[src/rtl/logic_unit_arbiter_if.sv]
// Requester/consumer bundle for the shared logic unit: per-requester request,
// operand and opcode slices, the one-hot grant, and the result handshake.
interface logic_unit_arbiter_if #(
  parameter int NREQ  = 4,
  parameter int WIDTH = 6,
  parameter int IDW   = 2
);
  logic [NREQ-1:0]       req;
  logic [NREQ*WIDTH-1:0] op_a;
  logic [NREQ*WIDTH-1:0] op_b;
  logic [NREQ*2-1:0]     opcode;
  logic [NREQ-1:0]       gnt;
  logic                  res_valid;
  logic                  res_ready;
  logic [WIDTH-1:0]      res_data;
  logic [IDW-1:0]        res_id;
  logic                  busy;

  modport master (
    output req, op_a, op_b, opcode, res_ready,
    input  gnt, res_valid, res_data, res_id, busy
  );

  modport slave (
    input  req, op_a, op_b, opcode, res_ready,
    output gnt, res_valid, res_data, res_id, busy
  );
endinterface

[src/rtl/logic_unit_arbiter.sv]
// One registered AND/OR/mux unit shared round-robin among NREQ requesters;
// operands are captured at grant, executed for LAT cycles, returned via valid/ready.
module logic_unit_arbiter #(
  parameter int NREQ  = 4,
  parameter int WIDTH = 6,
  parameter int LAT   = 1,
  parameter int IDW   = 2
) (
  input  logic                 clk,
  input  logic                 rst,
  logic_unit_arbiter_if.slave  bus
);
  localparam int CW = (LAT > 1) ? $clog2(LAT) : 1;

  typedef enum logic [1:0] {IDLE, EXEC, RESP} state_e;

  state_e           state_q, state_d;
  logic [IDW-1:0]   ptr_q, ptr_d;
  logic [IDW-1:0]   owner_q, owner_d;
  logic [WIDTH-1:0] a_q, a_d, b_q, b_d;
  logic [1:0]       opc_q, opc_d;
  logic [CW-1:0]    cnt_q, cnt_d;
  logic [NREQ-1:0]  gnt_q, gnt_d;
  logic             valid_q, valid_d;
  logic [WIDTH-1:0] data_q, data_d;
  logic [IDW-1:0]   id_q, id_d;

  logic [IDW-1:0]   win, win_lo, win_hi;
  logic             hi_found;
  logic [WIDTH-1:0] sel_a, sel_b;
  logic [1:0]       sel_op;

  function automatic logic [WIDTH-1:0] apply_op(input logic [1:0]       opc,
                                                input logic [WIDTH-1:0] a,
                                                input logic [WIDTH-1:0] b);
    logic [WIDTH-1:0] r;
    case (opc)
      2'b00:   r = a & b;
      2'b01:   r = a | b;
      default: r = opc[0] ? b : a;
    endcase
    return r;
  endfunction

  // Winner: lowest set req at or above ptr, else lowest set req overall (wrap).
  always_comb begin
    win_lo   = '0;
    win_hi   = '0;
    hi_found = 1'b0;
    for (int i = NREQ - 1; i >= 0; i--) begin
      if (bus.req[i]) begin
        win_lo = IDW'(i);
        if (i >= int'(ptr_q)) begin
          win_hi   = IDW'(i);
          hi_found = 1'b1;
        end
      end
    end
    win = hi_found ? win_hi : win_lo;

    sel_a  = '0;
    sel_b  = '0;
    sel_op = '0;
    for (int i = 0; i < NREQ; i++) begin
      if (win == IDW'(i)) begin
        sel_a  = bus.op_a[i*WIDTH +: WIDTH];
        sel_b  = bus.op_b[i*WIDTH +: WIDTH];
        sel_op = bus.opcode[2*i +: 2];
      end
    end
  end

  always_comb begin
    // NOTE: every next-state signal gets a default first, so no path can infer a latch.
    state_d = state_q;
    ptr_d   = ptr_q;
    owner_d = owner_q;
    a_d     = a_q;
    b_d     = b_q;
    opc_d   = opc_q;
    cnt_d   = cnt_q;
    gnt_d   = '0;
    valid_d = valid_q;
    data_d  = data_q;
    id_d    = id_q;

    case (state_q)
      IDLE: begin
        if (|bus.req) begin
          owner_d = win;
          a_d     = sel_a;
          b_d     = sel_b;
          opc_d   = sel_op;
          gnt_d   = NREQ'(1) << win;
          cnt_d   = CW'(LAT - 1);
          ptr_d   = (int'(win) == NREQ - 1) ? '0 : win + 1'b1;
          state_d = EXEC;
        end
      end
      EXEC: begin
        if (cnt_q != '0) begin
          cnt_d = cnt_q - 1'b1;
        end else begin
          data_d  = apply_op(opc_q, a_q, b_q);
          id_d    = owner_q;
          valid_d = 1'b1;
          state_d = RESP;
        end
      end
      RESP: begin
        if (bus.res_ready) begin
          valid_d = 1'b0;
          state_d = IDLE;
        end
      end
      default: state_d = IDLE;
    endcase
  end

  // NOTE: state registers use non-blocking assignment so all of them update together.
  always_ff @(posedge clk) begin
    if (rst) begin
      state_q <= IDLE;
      ptr_q   <= '0;
      owner_q <= '0;
      a_q     <= '0;
      b_q     <= '0;
      opc_q   <= '0;
      cnt_q   <= '0;
      gnt_q   <= '0;
      valid_q <= 1'b0;
      data_q  <= '0;
      id_q    <= '0;
    end else begin
      state_q <= state_d;
      ptr_q   <= ptr_d;
      owner_q <= owner_d;
      a_q     <= a_d;
      b_q     <= b_d;
      opc_q   <= opc_d;
      cnt_q   <= cnt_d;
      gnt_q   <= gnt_d;
      valid_q <= valid_d;
      data_q  <= data_d;
      id_q    <= id_d;
    end
  end

  assign bus.gnt       = gnt_q;
  assign bus.res_valid = valid_q;
  assign bus.res_data  = data_q;
  assign bus.res_id    = id_q;
  assign bus.busy      = (state_q != IDLE);
endmodule

[src/flat_wrapper.sv]
// flat-port wrapper written by rule: the top's interface ports become plain ports
module logic_unit_arbiter_flat 
#(
  parameter int NREQ  = 4,
  parameter int WIDTH = 6,
  parameter int LAT   = 1,
  parameter int IDW   = 2
)
  (clk, rst, bus_req, bus_op_a, bus_op_b, bus_opcode, bus_res_ready, bus_gnt, bus_res_valid, bus_res_data, bus_res_id, bus_busy);
  logic_unit_arbiter_if #(.NREQ(NREQ), .WIDTH(WIDTH), .IDW(IDW)) bus_i ();
  input  logic clk;
  input  logic rst;
  input wire logic [$bits(bus_i.req)-1:0] bus_req;
  input wire logic [$bits(bus_i.op_a)-1:0] bus_op_a;
  input wire logic [$bits(bus_i.op_b)-1:0] bus_op_b;
  input wire logic [$bits(bus_i.opcode)-1:0] bus_opcode;
  input wire logic [$bits(bus_i.res_ready)-1:0] bus_res_ready;
  output wire logic [$bits(bus_i.gnt)-1:0] bus_gnt;
  output wire logic [$bits(bus_i.res_valid)-1:0] bus_res_valid;
  output wire logic [$bits(bus_i.res_data)-1:0] bus_res_data;
  output wire logic [$bits(bus_i.res_id)-1:0] bus_res_id;
  output wire logic [$bits(bus_i.busy)-1:0] bus_busy;
  assign bus_i.req = bus_req;
  assign bus_i.op_a = bus_op_a;
  assign bus_i.op_b = bus_op_b;
  assign bus_i.opcode = bus_opcode;
  assign bus_i.res_ready = bus_res_ready;
  assign bus_gnt = bus_i.gnt;
  assign bus_res_valid = bus_i.res_valid;
  assign bus_res_data = bus_i.res_data;
  assign bus_res_id = bus_i.res_id;
  assign bus_busy = bus_i.busy;
  logic_unit_arbiter #(.NREQ(NREQ), .WIDTH(WIDTH), .LAT(LAT), .IDW(IDW)) u_core (.clk(clk), .rst(rst), .bus(bus_i));
endmodule
[config.mk]
export PLATFORM = sky130hd
export DESIGN_NAME = logic_unit_arbiter_flat
export DESIGN_NICKNAME = d
export VERILOG_FILES = /design/src/rtl/logic_unit_arbiter_if.sv /design/src/rtl/logic_unit_arbiter.sv /design/src/flat_wrapper.sv
export SDC_FILE = /design/constraint.sdc
export NUM_CORES = 1
export LEC_CHECK = 0
export ABC_CLOCK_PERIOD_IN_PS = 3050
export BUFFER_PORTS_ARGS = -buffer_cell sky130_fd_sc_hd__buf_4
export CAP_MARGIN = 20
export CORE_AREA = 2 2 66 68
export DETAILED_ROUTE_END_ITERATION = 16
export DIE_AREA = 0 0 68 70
export PLACE_DENSITY = 0.78
export SLEW_MARGIN = 10
export SYNTH_ARGS = -nofsm -noshare
export SYNTH_HDL_FRONTEND = slang
export SYNTH_SLANG_ARGS = --single-unit
[constraint.sdc]
create_clock -name clk -period 3.05 [get_ports clk]
set_clock_uncertainty 0.1 [all_clocks]
set_input_delay 0.4575 -clock clk [delete_from_list [all_inputs] [get_ports clk]]
set_output_delay 0.4575 -clock clk [all_outputs]
set_load 0.02 [all_outputs]
==> flow_metrics.tcl <==
set metrics [dict create \
    cts.clk_slew.worst_paths_ps 60 \
    mostFrequentLayoutCells "79 x buf_4, 33 x dfxtp_1, 30 x a21oi_1" \
    drc_errors 0 \
    crit_required_ps 3110 \
    ir_worst_vdd_mv 0.3485 \
    synth_sequential_area_ratio_pct 35.15 \
    wl_mm 4.580 \
    clock_sinks 33 \
    ant_nets 0 \
    grt_setup_unrepaired "no" \
    hold_viol_final 0 \
    wl_met2_mm 2.152 \
    p_leak_nw 1.132 \
    drt_iter0_drc 103 \
    grt_pass1_vias 1633 \
    wl_per_cell_um 12.94 \
    grt-ovfl-total 0 \
    gp_congestion 0.8172 \
    drt-met1-wl_mm 2.072 \
    nNetsFinal 369 \
    avgSynthCellArea_um2 8.066 \
    drive_gt1_share_pct 33.11 \
    setup_viol 0 \
    layout_commonest_cell "buf_4" \
    synth.net_count 300 \
    grt_antenna_before_repair 0 \
    highest_layer "met4" \
    status "complete, no violations" \
    crit_type "in -> reg" \
    dr.pass1.iters 4 \
    tightest_slew_ps 971.5 \
    postSynthCellCount 233 \
    post-route-period-util_pct 81.18 \
    synth_seq_cells 33 \
    tns_ps 0 \
    syn-cell-area_um2 1879 \
    grt_max_degree 30 \
    clk_latency_ps 280 \
    viasPerCell 5.271 \
    place_hpwl_mm 3.467 \
    cts.htree.levels 2 \
    drv_slew 0 \
    worstPathArrival_ps 2530 \
    cts_tree "built" \
    cp-start-kind "input port" \
    cp-end-kind "flip-flop" \
    antennaDiodeCount 0 \
    wl_met3_um 285 \
    fp.dieH_um 70 \
    crit_fanout 28 \
    drv_cap 0 \
    powerDensity_nw_per_um2 569.8 \
    cts_buffer_depth 2 \
    numCtsBuffers 5 \
    ctsResizeCount 0 \
    fp.coreArea_um2 4144 \
    cts_setup_buffers 0 \
    vias 1866 \
    initial_utilization_pct 45.35 \
    die-area_um2 4760 \
    place_area_um2 2405 \
    cts_root_buf "clkbuf_8" \
    fmax_mhz 403.9 \
    die_w_um 68 \
    hp-class "in -> reg" \
    slew_headroom_pct 35.10 \
    yosysWarnings 0 \
    grt_usage_pct 20.03 \
    area_growth_syn_to_layout_pct 32.56 \
    port_buffers 76 \
    synth.distinct_cells 35 \
    grt_pass1_wl_mm 7.293 \
    post-route-util_pct 60.11 \
    rows 24 \
    min_period_ps 2476 \
    stdcell_area_um2 2491 \
    hold_buffers 0 \
    ios 77 \
]
## final timing paths
| path | startpoint | to | slack, ps | depth (start not counted) |
|---|---|---|---|---|
| max | bus_req[2] | u_core.a_q[5]$_SDFFE_PP0P_ | 570 | 11 |
| min | bus_res_ready | u_core.state_q[1]$_SDFFE_PP0P_ | 360 | 4 |
| max reg2reg | u_core.ptr_q[1]$_SDFFE_PP0P_ | u_core.a_q[5]$_SDFFE_PP0P_ | 580 | 9 |
| min reg2reg | u_core.a_q[1]$_SDFFE_PP0P_ | u_core.bus.res_data[1]$_SDFFE_PP0P_ | 390 | 2 |
## logic make-up after synthesis
group | Yosys count | share of synthesized area, %
mux | 2 | 1.065
xor+xnor | 1 | 0.4661
simple gates | 84 | 21.84
buf+inv | 33 | 10.25
flops | 33 | 35.15
fa+ha+maj | 4 | 2.663
compound gates | 76 | 28.56
## sequential cells by signal, indices dropped and copies added, names as in the netlist, 2 cells and up
name	flops
u_core.ptr_q	2
u_core.bus.res_id	2
u_core.state_q	2
u_core.bus.gnt	4
u_core.b_q	6
u_core.a_q	6
u_core.bus.res_data	6
u_core.opc_q	2
u_core.owner_q	2
## Yosys cell counts (all sizes together)
cell,n,area share (%)
dfxtp,33,35
a21oi,30,8.0
nor2,28,6.1
nand2,23,4.6
o21ai,20,5.3
inv,16,3.2
nor3,16,4.3
a221oi,14,9.5
buf,12,5.5
a311oi,6,2.8
nor2b,6,2.0
and3,4,1.3
clkbuf,4,1.1
ha,4,2.7
nor3b,4,1.6
a21o,2,0.80
mux2i,2,1.1
or2,2,0.80
a211oi,1,0.40
a21boi,1,0.40
dlygate4sd1,1,0.47
nor4,1,1.1
o22a,1,0.47
o32ai,1,0.87
xor2,1,0.47
## area by class of cell
class,count,area (µm²)
Fill cell,408,1653
Tap cell,52,65.06
Timing Repair Buffer,79,593.1
Multi-Input combinational cell,167,1026
Inverter,16,60.06
Clock buffer,7,86.33
Sequential cell,33,660.6
## critical path, stage by stage
cell and delay [ps]:
buf_4 120, nor2b_1 130, a21boi_0 130, o32ai_2 380
inv_1 170, ha_1 220, buf_4 220, a21oi_1 130
o21ai_0 80, a221oi_1 400, nor3_1 90
## through the flow
stage,power [mW],hold slack [ps],setup WS [ps],cells
CTS,1.420,358.5,604.9,354
detailed placement,1.099,378.2,305.4,347
floorplan,0.9473,355.3,656.4,233
global placement,1.088,375.3,404.6,347
finish,1.420,355.8,574.0,354
global route,1.509,359.1,411.4,354
## report_power, final
part	switching, mW	total (mW)	internal (mW)
clock network	0.146	0.324	0.179
logic	0.313	0.551	0.239
registers	0.0453	0.544	0.498
## metal layers
metal	vias up	global-route usage, %
li1	957	-
met2	60	30.42
met1	842	27.29
met3	7	4.670
met5	-	0
met4	0	7.333
Power figures use the tool's default switching activity.
